--- config.mk ---
export PLATFORM = sky130hd
export DESIGN_NAME = hazard_ctrl
export DESIGN_NICKNAME = d
export VERILOG_FILES = /design/src/rtl/hazard_ctrl.sv
export SDC_FILE = /design/constraint.sdc
export NUM_CORES = 1
export LEC_CHECK = 0
export CAP_MARGIN = 0
export CORE_AREA = 3 3 94 96
export DETAILED_ROUTE_END_ITERATION = 12
export DIE_AREA = 0 0 97 99
export GPL_TIMING_DRIVEN = 0
export PLACE_DENSITY = 0.85
export SYNTH_ARGS = -nofsm -noshare
export SYNTH_HDL_FRONTEND = slang
export SYNTH_SLANG_ARGS = --single-unit
--- constraint.sdc ---
create_clock -name clk -period 5.62 [get_ports clk]
set_input_delay 0.843 -clock clk [delete_from_list [all_inputs] [get_ports clk]]
set_output_delay 0.843 -clock clk [all_outputs]
set_load 0.01 [all_outputs]
--- src/rtl/hazard_ctrl.sv ---
`default_nettype none
// ============================================================================
// Module      : hazard_ctrl
// Description : Pipeline hazard controller for the five-stage core. It drives
//               the per-stage stall and flush strobes for the PC, IF/ID, ID/EX,
//               EX/MEM and MEM/WB registers. It handles the following cases:
//                 - load-use hazards, with a one-cycle ID/EX bubble;
//                 - taken branches and jumps, with a two-cycle front-end squash;
//                 - data-memory busy, which freezes the pipe;
//               It also raises a sticky memory-timeout flag and keeps
//               saturating stall and flush performance counters.
// Ports       : clk, rst (sync, active-high)
//               id_rs1/id_rs2/id_uses_rs1/id_uses_rs2 : ID source operands
//               ex_rd/ex_mem_read                     : EX destination / load
//               branch_taken                          : EX redirect this cycle
//               mem_req/mem_ready                     : MEM access handshake
//               *_stall / *_flush                     : pipeline strobes (comb)
//               redirect_pending                      : FSM in REDIRECT
//               mem_timeout                           : sticky timeout error
//               stall_count/flush_count               : saturating counters
// Revision    : 1.0 - initial release
// ============================================================================
module hazard_ctrl #(
  parameter int REG_SEL     = 5,
  parameter int MEM_TIMEOUT = 255,
  parameter int CNT_WIDTH   = 32
) (
  input  logic                 clk,
  input  logic                 rst,
  input  logic [REG_SEL-1:0]   id_rs1,
  input  logic [REG_SEL-1:0]   id_rs2,
  input  logic                 id_uses_rs1,
  input  logic                 id_uses_rs2,
  input  logic [REG_SEL-1:0]   ex_rd,
  input  logic                 ex_mem_read,
  input  logic                 branch_taken,
  input  logic                 mem_req,
  input  logic                 mem_ready,
  output logic                 pc_stall,
  output logic                 if_id_stall,
  output logic                 id_ex_stall,
  output logic                 ex_mem_stall,
  output logic                 if_id_flush,
  output logic                 id_ex_flush,
  output logic                 mem_wb_flush,
  output logic                 redirect_pending,
  output logic                 mem_timeout,
  output logic [CNT_WIDTH-1:0] stall_count,
  output logic [CNT_WIDTH-1:0] flush_count
);

  localparam logic [0:0] c_st_run      = 1'b0;
  localparam logic [0:0] c_st_redirect = 1'b1;

  localparam logic [CNT_WIDTH-1:0] c_timeout    = CNT_WIDTH'(MEM_TIMEOUT);
  localparam logic [CNT_WIDTH-1:0] c_timeout_m1 = CNT_WIDTH'(MEM_TIMEOUT - 1);
  localparam logic [CNT_WIDTH-1:0] c_cnt_max    = '1;

  logic [0:0]           state_q,       state_d;
  logic [CNT_WIDTH-1:0] wait_cnt_q,    wait_cnt_d;
  logic                 mem_timeout_q, mem_timeout_d;
  logic [CNT_WIDTH-1:0] stall_count_q, stall_count_d;
  logic [CNT_WIDTH-1:0] flush_count_q, flush_count_d;

  logic w_mem_wait;
  logic w_load_use;

  assign w_mem_wait = mem_req & ~mem_ready;

  // Register 0 is hard-wired zero, so a load targeting it never hazards.
  assign w_load_use = ex_mem_read & (ex_rd != '0) &
                      ((id_uses_rs1 & (id_rs1 == ex_rd)) |
                       (id_uses_rs2 & (id_rs2 == ex_rd)));

  // --------------------------------------------------------------------------
  // State register
  // --------------------------------------------------------------------------
  always_ff @(posedge clk) begin
    if (rst) begin
      state_q       <= c_st_run;
      wait_cnt_q    <= '0;
      mem_timeout_q <= 1'b0;
      stall_count_q <= '0;
      flush_count_q <= '0;
    end else begin
      state_q       <= state_d;
      wait_cnt_q    <= wait_cnt_d;
      mem_timeout_q <= mem_timeout_d;
      stall_count_q <= stall_count_d;
      flush_count_q <= flush_count_d;
    end
  end

  // --------------------------------------------------------------------------
  // Next-state and counter logic
  // --------------------------------------------------------------------------
  always_comb begin
    state_d       = state_q;
    wait_cnt_d    = '0;
    mem_timeout_d = mem_timeout_q;
    stall_count_d = stall_count_q;
    flush_count_d = flush_count_q;

    // A frozen EX re-presents branch_taken once memory completes, so the FSM
    // only moves on non-wait cycles.
    if (!w_mem_wait) begin
      if (branch_taken) begin
        state_d = c_st_redirect;
      end else begin
        state_d = c_st_run;
      end
    end

    if (w_mem_wait) begin
      wait_cnt_d = (wait_cnt_q < c_timeout) ? wait_cnt_q + 1'b1 : wait_cnt_q;
      // Flag as the counter steps onto MEM_TIMEOUT, i.e. at the end of the
      // MEM_TIMEOUT-th consecutive wait cycle.
      if (wait_cnt_q >= c_timeout_m1) begin
        mem_timeout_d = 1'b1;
      end
    end

    if (pc_stall && (stall_count_q != c_cnt_max)) begin
      stall_count_d = stall_count_q + 1'b1;
    end

    if (!w_mem_wait && branch_taken && (flush_count_q != c_cnt_max)) begin
      flush_count_d = flush_count_q + 1'b1;
    end
  end

  // --------------------------------------------------------------------------
  // Output logic (combinational, same-cycle response)
  // --------------------------------------------------------------------------
  always_comb begin
    pc_stall     = 1'b0;
    if_id_stall  = 1'b0;
    id_ex_stall  = 1'b0;
    ex_mem_stall = 1'b0;
    if_id_flush  = 1'b0;
    id_ex_flush  = 1'b0;
    mem_wb_flush = 1'b0;

    if (w_mem_wait) begin
      // Freeze everything up to EX/MEM and drain a bubble into WB.
      pc_stall     = 1'b1;
      if_id_stall  = 1'b1;
      id_ex_stall  = 1'b1;
      ex_mem_stall = 1'b1;
      mem_wb_flush = 1'b1;
    end else if (branch_taken) begin
      if_id_flush = 1'b1;
      id_ex_flush = 1'b1;
    end else if (state_q == c_st_redirect) begin
      // Second squash cycle: the synchronous IMEM returns the wrong-path
      // fetch now; ID holds a bubble, so no load-use check is needed.
      if_id_flush = 1'b1;
    end else if (w_load_use) begin
      pc_stall    = 1'b1;
      if_id_stall = 1'b1;
      id_ex_flush = 1'b1;
    end
  end

  assign redirect_pending = (state_q == c_st_redirect);
  assign mem_timeout      = mem_timeout_q;
  assign stall_count      = stall_count_q;
  assign flush_count      = flush_count_q;

endmodule
`default_nettype wire

==> flow_metrics.env, run 1 <==
export IMPL_outcome="finished, final reports clean"
export IMPL_worstPathMaxFanout=4
export IMPL_synth_ff_latch_count=98
export IMPL_p_sw_mw=0.298
export IMPL_cpPeakStageDelay_ps=540
export IMPL_dr_pass1_iters=7
export IMPL_row_count=33
export IMPL_grt_max_degree=18
export IMPL_yosys_top_cells_area="dfxtp_1 44%, xor2_1 7.1%, nor2_1 4.7%"
export IMPL_die_area_sq_um=9600
export IMPL_routabilityCongestion=0.890
export IMPL_die_w_um=97
export IMPL_period_minus_slack_ps=3970
export IMPL_wire_per_inst_um=15.0
export IMPL_path_cells="clkdlybuf4s50_1, or4_1, o21ai_0, o31a_1, inv_1, buf_4, clkdlybuf4s50_1"
export IMPL_drv_cap=0
export IMPL_cts_hold_buf=0
export IMPL_p_sw_share_pct=23.1
export IMPL_utilization_pct=70.6
export IMPL_hp_class="reg -> reg"
export IMPL_clock_path_buffers=2
export IMPL_slowest_stage="or4_1"
export IMPL_avgSynthCellArea_sq_um=8.69
export IMPL_rsz0062_at_grt="false"
export IMPL_crit_family="buffers and inverters"
export IMPL_finalInstanceArea_sq_um=5740
export IMPL_worstSetupPathType="in -> out"
export IMPL_cts_root_buf="clkbuf_8"
export IMPL_synth_cell_types=39
export IMPL_dpl_worst_slack_ps=1630
export IMPL_p_int_mw=0.993
export IMPL_tns_ps=0
export IMPL_start_util_pct=54.6
export IMPL_nets=643
export IMPL_fin_hold_ws_ps=466
export IMPL_ys_top_cells_by_count="98 x dfxtp_1, 56 x nor2_1, 36 x xor2_1"
export IMPL_remaining_drc_errors=0
export IMPL_cpMostUsedCell="clkdlybuf4s50_1"
export IMPL_pwr_share_seq_pct=54.3
export IMPL_max_freq_mhz=252
export IMPL_area_delta_synth_final_pct=29.2
export IMPL_antenna_found_initial=0
export IMPL_antenna_left=0
export IMPL_dp_hpwl_mm=8.06
export IMPL_syn_nets=538
export IMPL_drtIter0Drc=155
export IMPL_die_y_um=99
export IMPL_num_vias=4137
export IMPL_p_comb_share_pct=6.1
export IMPL_clock_latency_ps=370
export IMPL_worst_path_buf_inv=4
export IMPL_worst_slack_ps=1650
export IMPL_overflow=0
export IMPL_cts_resized=0
export IMPL_required_ps=4780
export IMPL_clock_sinks=98
export IMPL_io_pins=96
export IMPL_arrival_ps=3130
export IMPL_cts_setup_buffers=0
export IMPL_cts_tree="built"
export IMPL_slew_viol_final=0
export IMPL_total_power_mw=1.29
export IMPL_irDropWorstVdd_v=0.000123
export IMPL_tightest_slew_ps=728
export IMPL_diodes=0
export IMPL_syn_area_sq_um=4440
export IMPL_routed_wl_mm=10.9
export IMPL_core_sq_um=8130
export IMPL_yosysSeqAreaShare_pct=44.2
export IMPL_synth_most_common_cell="dfxtp_1"
export IMPL_grt_pass1_wl_mm=18.3
export IMPL_port_buffers=94
export IMPL_finalHoldViolations=0
export IMPL_clkTransAtPathRegs_ps=80
export IMPL_vias_per_cell=5.70
export IMPL_setup_viol=0
export IMPL_grt_use_total_pct=22.6
export IMPL_synthArstFlopShare_pct=0
export IMPL_grt_pass1_vias=4059
export IMPL_synth_area_leader_cell="dfxtp_1"
export IMPL_cp_end_kind="output pin"
export IMPL_powerDensity_nw_per_um2=225
export IMPL_synth_top_cell_area_share_pct=44.2
export IMPL_relSlewSlack_pct=51.0
export IMPL_numCtsBuffers=9
export IMPL_power_leakage_nw=1.97
export IMPL_fin_skew_ps=19.5
export IMPL_layout_drive_gt1_share_pct=4.99
export IMPL_synth_edf_count=0
export IMPL_htreeDepth=3
export IMPL_syn_instance_count=511
export IMPL_placement_cell_area_sq_um=5520
export IMPL_yosys_warnings=0
export IMPL_post_route_period_util_pct=70.7
export IMPL_cp_start_kind="input port"
export IMPL_clockPowerShare_pct=39.6
export IMPL_instances_no_fill=726
export IMPL_synth_ff_type="dfxtp_1"
export IMPL_dp_cells=710
## worst register-to-register path: stages (launching register included)
cell	delay, ps
dfxtp_1	430
ha_1	210
nand4_1	290
nor4_1	710
a311o_1	280
o21a_4	180
clkbuf_1	390
o21ai_0	180
a21oi_1	130
## final timing paths
kind / slack, ps / endpoint / startpoint / cells after the start
worst max-delay path: 1650 / pc_stall / ex_rd[2] / 7
worst min-delay path: 470 / wait_cnt_q[16]$_SDFFE_PP0N_ / wait_cnt_q[16]$_SDFFE_PP0N_ / 1
worst max register to register: 2720 / stall_count[4]$_SDFFE_PP0P_ / stall_count[0]$_SDFFE_PP0P_ / 8
worst min register to register: 470 / wait_cnt_q[16]$_SDFFE_PP0N_ / wait_cnt_q[16]$_SDFFE_PP0N_ / 1
## sequential cells by signal, indices dropped and copies added, names as in the netlist
register,count
mem_timeout,1
wait_cnt_q,32
redirect_pending,1
stall_count,32
flush_count,32
## kinds of logic (layout without fill, tap and decap cells)
kind of cell	count (synthesis)	after routing	synth area share (%)
AOI/OAI and AO/OA	69	69	9.24
xor gates and xnor gates	47	47	9.26
adders and majority gates	4	4	1.13
buffers and inverters	37	147	3.89
DFF	98	98	44.2
muxes	6	6	1.44
and+or+nand+nor	250	250	30.9
## final cells by class
class	instances	area, sq um
fill	633	2390
tap	105	131
clock buffer	10	128
timing repair buffer	94	941
clock inverter	6	96.3
buffer	27	135
inverter	10	37.5
sequential	98	1960
multi-input combinational	376	2310
## power groups by stage
stage / logic, mW / registers [mW] / clock network [mW]
after global placement: 0.0764 / 0.717 / 0
after detailed placement: 0.0792 / 0.717 / 0
final: 0.0790 / 0.701 / 0.511
after floorplan: 0.0367 / 0.718 / 0
after CTS: 0.0796 / 0.701 / 0.519
after global routing: 0.0858 / 0.702 / 0.548
## layer usage
metal	track usage, %	vias to the layer above	part of all wire (%)
met4	10.6	0	2.5
met1	27.2	1943	42
met3	3.82	29	5.1
met2	39.3	135	50
met5	0	-	0
li1	-	2030	-
## placed cells by master (no fill, tap or decap), types with 4 or more instances in the layout
cell type and count:
nor4_1 17, a21oi_1 30, xnor2_1 11, clkbuf_8 9
nor2b_1 4, dfxtp_1 98, inv_1 10, ha_1 4
o21ai_0 22, clkbuf_1 21, buf_4 5, and2_1 29
and4_1 8, o31ai_1 8, nand3_1 34, nand4_1 24
xor2_1 36, nor3_1 7, nor2_1 56, clkdlybuf4s50_1 94
and3_1 12, or4_1 9, nand2_1 20, or3_1 20
No activity file was read; power rests on OpenSTA's default activity.
==> run 2: changes to the inputs <==
--- a/config.mk
+++ b/config.mk
@@ -6,11 +6,11 @@
 export NUM_CORES = 1
 export LEC_CHECK = 0
 export CAP_MARGIN = 0
-export CORE_AREA = 3 3 94 96
+export CORE_AREA = 3 3 103 105
 export DETAILED_ROUTE_END_ITERATION = 12
-export DIE_AREA = 0 0 97 99
+export DIE_AREA = 0 0 106 108
 export GPL_TIMING_DRIVEN = 0
-export PLACE_DENSITY = 0.85
+export PLACE_DENSITY = 0.75
 export SYNTH_ARGS = -nofsm -noshare
 export SYNTH_HDL_FRONTEND = slang
 export SYNTH_SLANG_ARGS = --single-unit
==> constraint.sdc (replaced) <==
create_clock -name clk -period 3.6 [get_ports clk]
set_input_delay 0.54 -clock clk [delete_from_list [all_inputs] [get_ports clk]]
set_output_delay 0.54 -clock clk [all_outputs]
set_load 0.01 [all_outputs]
==> run 2 against run 1 <==
Via count down 1.6%. Setup slack worse by 1500 ps. Combinational power up 58%. Clock-buffer cell count unchanged. Sequential share of layout area down 0.11 points. Final cell count up 3.9%. Hold slack better by 1.2 ps. Sequential power up 55%. Routed wire length up 1.0%. Cell area up 0.33%. Largest cell class unchanged.
==> flow_metrics.env, run 2 (synthesis results as in run 1) <==
export IMPL_outcome="finished, final reports clean"
export IMPL_num_vias=4071
export IMPL_wire_per_inst_um=14.5
export IMPL_die_y_um=108
export IMPL_rsz0062_at_grt="false"
export IMPL_irDropWorstVdd_v=0.000183
export IMPL_routabilityCongestion=0.818
export IMPL_startpoint="ex_rd[1]"
export IMPL_r2r_start="stall_count[0]$_SDFFE_PP0P_"
export IMPL_worstReg2RegEnd="stall_count[26]$_SDFFE_PP0P_"
export IMPL_most_common_layout_cells="98 x dfxtp_1, 94 x clkdlybuf4s50_1, 56 x nor2_1"
export IMPL_drv_cap=0
export IMPL_dp_hpwl_mm=8.17
export IMPL_die_w_um=106
export IMPL_row_count=36
export IMPL_cts_hold_buf=0
export IMPL_cp_end_kind="output pin"
export IMPL_overflow=0
export IMPL_hp_class="reg -> reg"
export IMPL_clock_sinks=98
export IMPL_worstPathMaxFanout=4
export IMPL_core_sq_um=9730
export IMPL_grt_max_degree=17
export IMPL_layout_drive_gt1_share_pct=5.31
export IMPL_ff2ff_setup_slack_ps=740
export IMPL_diodes=0
export IMPL_die_area_sq_um=11400
export IMPL_power_leakage_nw=1.96
export IMPL_fin_skew_ps=12.5
export IMPL_period_minus_slack_ps=3410
export IMPL_clkTransAtPathRegs_ps=80
export IMPL_hold_path_endpoint="wait_cnt_q[30]$_SDFFE_PP0N_"
export IMPL_worstSetupPathType="in -> out"
export IMPL_tightest_slew_ps=709
export IMPL_arrival_ps=2870
export IMPL_cp_start_kind="input port"
export IMPL_htreeDepth=3
export IMPL_area_delta_synth_final_pct=29.6
export IMPL_placement_cell_area_sq_um=5550
export IMPL_vias_per_cell=5.40
export IMPL_min_from="wait_cnt_q[30]$_SDFFE_PP0N_"
export IMPL_powerDensity_nw_per_um2=333
export IMPL_instances_no_fill=754
export IMPL_dp_cells=738
export IMPL_io_pins=96
export IMPL_antenna_left=0
export IMPL_clock_latency_ps=360
export IMPL_relSlewSlack_pct=52.3
export IMPL_worst_slack_ps=187
export IMPL_post_route_period_util_pct=94.8
export IMPL_clock_path_buffers=2
export IMPL_grt_pass1_vias=3928
export IMPL_tns_ps=0
export IMPL_grt_use_total_pct=19.3
export IMPL_ff2ff_path_depth=7
export IMPL_cts_tree="built"
export IMPL_final_common_cell="dfxtp_1"
export IMPL_cts_root_buf="clkbuf_8"
export IMPL_antenna_found_initial=0
export IMPL_dr_pass1_iters=4
export IMPL_fin_hold_ws_ps=467
export IMPL_routed_wl_mm=11.0
export IMPL_finalInstanceArea_sq_um=5760
export IMPL_max_freq_mhz=293
export IMPL_setup_viol=0
export IMPL_drtIter0Drc=169
export IMPL_dpl_worst_slack_ps=160
export IMPL_finalHoldViolations=0
export IMPL_start_util_pct=45.7
export IMPL_slew_viol_final=0
export IMPL_numCtsBuffers=9
export IMPL_remaining_drc_errors=0
export IMPL_worstHoldPathCells=1
export IMPL_grt_pass1_wl_mm=18.5
export IMPL_port_buffers=94
export IMPL_required_ps=3060
export IMPL_nets=643
==> run 2: changes by cell type in the layout (fill, tap and decap cells not counted), sizes merged <==
cell / before / now
clkinvlp: 1 / 3
bufinv: 2 / 1
inv: 13 / 11
clkinv: 0 / 1
==> run 2: timing repair <==
item,4_1_cts,5_1_grt
buffers inserted,0,0
gates resized for setup,0,2
setup endpoints to repair,0,1
==> run 2: how the worst max path moves through the flow <==
stage | endpoint | slack (ps) | depth (start not counted)
2_1_floorplan | stall_count[26]$_SDFFE_PP0P_ | 1260 | 7
3_3_place_gp | pc_stall | 230 | 8
3_5_place_dp | pc_stall | 160 | 8
4_1_cts | pc_stall | 160 | 8
5_1_grt | pc_stall | 30 | 7
6_report | pc_stall | 190 | 7
==> run 2: worst max-delay path, stage by stage <==
cell and delay (ps):
clkdlybuf4s50_1 460, or4_1 550, o21ai_0 410, o31a_1 230, inv_1 80, buf_4 130, clkdlybuf4s50_1 460
==> run 2: cell type report <==
type | instances | area (sq um)
Clock inverter | 6 | 66.3
Timing Repair Buffer | 94 | 941
Fill cell | 883 | 3970
Inverter | 10 | 37.5
Clock buffer | 10 | 128
Sequential cell | 98 | 1960
Tap cell | 133 | 166
Multi-Input combinational cell | 376 | 2320
Buffer | 27 | 135
==> run 2: per-layer routing <==
metal | up-vias | part of all wire (%) | track usage, %
met2 | 105 | 50 | 33.8
met1 | 1916 | 44 | 24.2
li1 | 2040 | - | -
met3 | 10 | 5.8 | 4.30
met4 | 0 | 0.80 | 5.00
met5 | - | 0 | 0
==> run 2: through the flow <==
| step | total power, mW | utilization (%) |
|---|---|---|
| floorplan | 1.18 | - |
| detailed placement | 1.24 | 57.0 |
| global placement | 1.24 | 57.0 |
| CTS | 1.94 | 59.0 |
| finish | 1.92 | 59.2 |
| global route | 1.98 | 59.2 |
==> run 2: power breakdown <==
part           switching [mW]  internal, mW
combinational          0.0640        0.0610
clock                   0.376         0.323
sequential            0.00684          1.09
==> run 3: changes to the inputs <==
--- a/config.mk
+++ b/config.mk
@@ -6,11 +6,13 @@
 export NUM_CORES = 1
 export LEC_CHECK = 0
 export CAP_MARGIN = 0
-export CORE_AREA = 3 3 103 105
+export CORE_AREA = 3 3 102 104
+export CTS_BUF_LIST = sky130_fd_sc_hd__clkbuf_4
 export DETAILED_ROUTE_END_ITERATION = 12
-export DIE_AREA = 0 0 106 108
+export DIE_AREA = 0 0 105 107
 export GPL_TIMING_DRIVEN = 0
-export PLACE_DENSITY = 0.75
+export HOLD_SLACK_MARGIN = 0.05
+export PLACE_DENSITY = 0.76
 export SYNTH_ARGS = -nofsm -noshare
 export SYNTH_HDL_FRONTEND = slang
 export SYNTH_SLANG_ARGS = --single-unit
==> run 3 against run 2 <==
Cell area down 1.2%. First-iteration DRC count up 8.3%. Critical path depth unchanged. Power down 5.7%. Setup slack better by 63 ps. Die area down 1.9%. Clock-buffer cell count up 1. Register-to-register slack worse by 50 ps. Global-route usage up 0.58 points. Combinational power about the same. Routed wire length up 0.91%. Largest cell class unchanged. Highest routed layer unchanged.
==> flow_metrics.env, run 3 (synthesis results as in run 1) <==
export IMPL_final_seq_area_sq_um=1960
export IMPL_overflow=0
export IMPL_highest_layer="met4"
export IMPL_routed_wl_mm=11.1
export IMPL_dr_pass1_iters=4
export IMPL_crit_family="buffers and inverters"
export IMPL_required_ps=3060
export IMPL_layout_drive_gt1_share_pct=4.99
export IMPL_multi_input_area_sq_um=2310
export IMPL_vias_per_cell=5.42
export IMPL_cp_end_kind="output pin"
export IMPL_grt_max_degree=16
export IMPL_routedLengthMet1_mm=5.01
export IMPL_final_common_cell="dfxtp_1"
export IMPL_cpMostUsedCell="clkdlybuf4s50_1"
export IMPL_hp_class="in -> reg"
export IMPL_clock_latency_ps=450
export IMPL_die_y_um=107
export IMPL_cpPeakStageDelay_ps=540
export IMPL_period_minus_slack_ps=3350
export IMPL_tns_ps=0
export IMPL_numCtsBuffers=9
export IMPL_num_vias=4086
export IMPL_arrival_ps=2810
export IMPL_worst_path_buf_inv=4
export IMPL_worstSetupPathType="in -> out"
export IMPL_powerDensity_nw_per_um2=318
export IMPL_worstPathMaxFanout=4
export IMPL_cts_setup_buffers=0
export IMPL_clock_path_buffers=2
export IMPL_fin_skew_ps=21.8
export IMPL_fillers=897
export IMPL_relSlewSlack_pct=56.0
export IMPL_cts_resized=0
export IMPL_core_sq_um=9640
export IMPL_slew_viol_final=0
export IMPL_most_common_layout_cells="98 x dfxtp_1, 94 x clkdlybuf4s50_1, 56 x nor2_1"
export IMPL_row_count=36
export IMPL_diodes=0
export IMPL_clkTransAtPathRegs_ps=140
export IMPL_path_cells="clkdlybuf4s50_1, or4_1, o21ai_0, o31a_1, inv_1, buf_4, clkdlybuf4s50_1"
export IMPL_finalHoldViolations=0
export IMPL_wl_met2_mm=5.36
export IMPL_grt_pass1_wl_mm=18.5
export IMPL_remaining_drc_errors=0
export IMPL_cp_start_kind="input port"
export IMPL_clock_sinks=98
export IMPL_drtIter0Drc=183
export IMPL_post_route_period_util_pct=93.1
export IMPL_max_freq_mhz=299
export IMPL_start_util_pct=46.1
export IMPL_rsz0062_at_grt="false"
export IMPL_nets=643
export IMPL_port_buffers=94
export IMPL_finalInstanceArea_sq_um=5690
export IMPL_cts_hold_buf=0
export IMPL_outcome="finished, final reports clean"
export IMPL_io_pins=96
export IMPL_wl_met3_um=515
export IMPL_routabilityCongestion=0.848
export IMPL_grt_use_total_pct=19.9
export IMPL_die_area_sq_um=11200
export IMPL_wire_per_inst_um=14.7
export IMPL_cts_root_buf="clkbuf_4"
export IMPL_area_delta_synth_final_pct=28.0
export IMPL_cts_tree="built"
export IMPL_htreeDepth=3
export IMPL_irDropWorstVdd_v=0.000217
export IMPL_dp_hpwl_mm=8.08
export IMPL_placement_cell_area_sq_um=5550
export IMPL_drv_cap=0
export IMPL_power_leakage_nw=1.94
export IMPL_slowest_stage="or4_1"
export IMPL_fin_hold_ws_ps=457
export IMPL_antenna_found_initial=0
export IMPL_grt_pass1_vias=3916
export IMPL_die_w_um=105
export IMPL_antenna_left=0
export IMPL_tightest_slew_ps=653
export IMPL_setup_viol=0
## run 3: cell types whose count changed in the layout (fill, tap and decap cells not counted), sizes merged
cell / delta
clkbuf: +1
clkinv: +2
clkinvlp: -2
inv: -1
## run 3: final cells by class
| cell class | count | share of cell area, % |
|---|---|---|
| buffer | 27 | 2.38 |
| sequential | 98 | 34.5 |
| inverter | 10 | 0.660 |
| multi-input combinational | 376 | 40.6 |
| timing repair buffer | 94 | 16.5 |
| clock buffer | 11 | 1.45 |
| tap | 133 | 2.93 |
| clock inverter | 5 | 0.968 |
## run 3: worst paths after layout
path	from	cells past startpoint	slack, ps	to
setup / recovery	ex_rd[1]	7	250	pc_stall
hold / removal	branch_taken	3	460	redirect_pending$_SDFFE_PP0N_
setup reg to reg	stall_count[0]$_SDFFE_PP0P_	8	690	stall_count[18]$_SDFFE_PP0P_
hold reg to reg	wait_cnt_q[21]$_SDFFE_PP0N_	1	480	wait_cnt_q[21]$_SDFFE_PP0N_
## run 3: power breakdown
group | switching (mW) | internal [mW] | total, mW
clock | 0.362 | 0.226 | 0.588
combinational | 0.0640 | 0.0603 | 0.124
sequential | 0.00670 | 1.09 | 1.10
total | 0.432 | 1.38 | 1.81
## run 3: stage by stage
step	setup WS, ps	cells	power [mW]	utilization, %
6_report	250	754	1.81	59.0
5_1_grt	89.7	754	1.87	59.0
4_1_cts	246	754	1.82	59.0
3_5_place_dp	253	738	1.24	57.6
3_3_place_gp	281	738	1.24	57.6
2_1_floorplan	1260	511	1.18	-
## run 3: tightest hold or removal path, stage by stage
cell	delay, ps
clkbuf_1	180
nand2_1	100
a21oi_1	60
## run 3: metal layers
metal / GRT usage (%) / vias up
li1: - / 2029
met1: 24.5 / 1924
met2: 33.4 / 117
met3: 4.46 / 16
met4: 8.90 / 0
met5: 0 / -
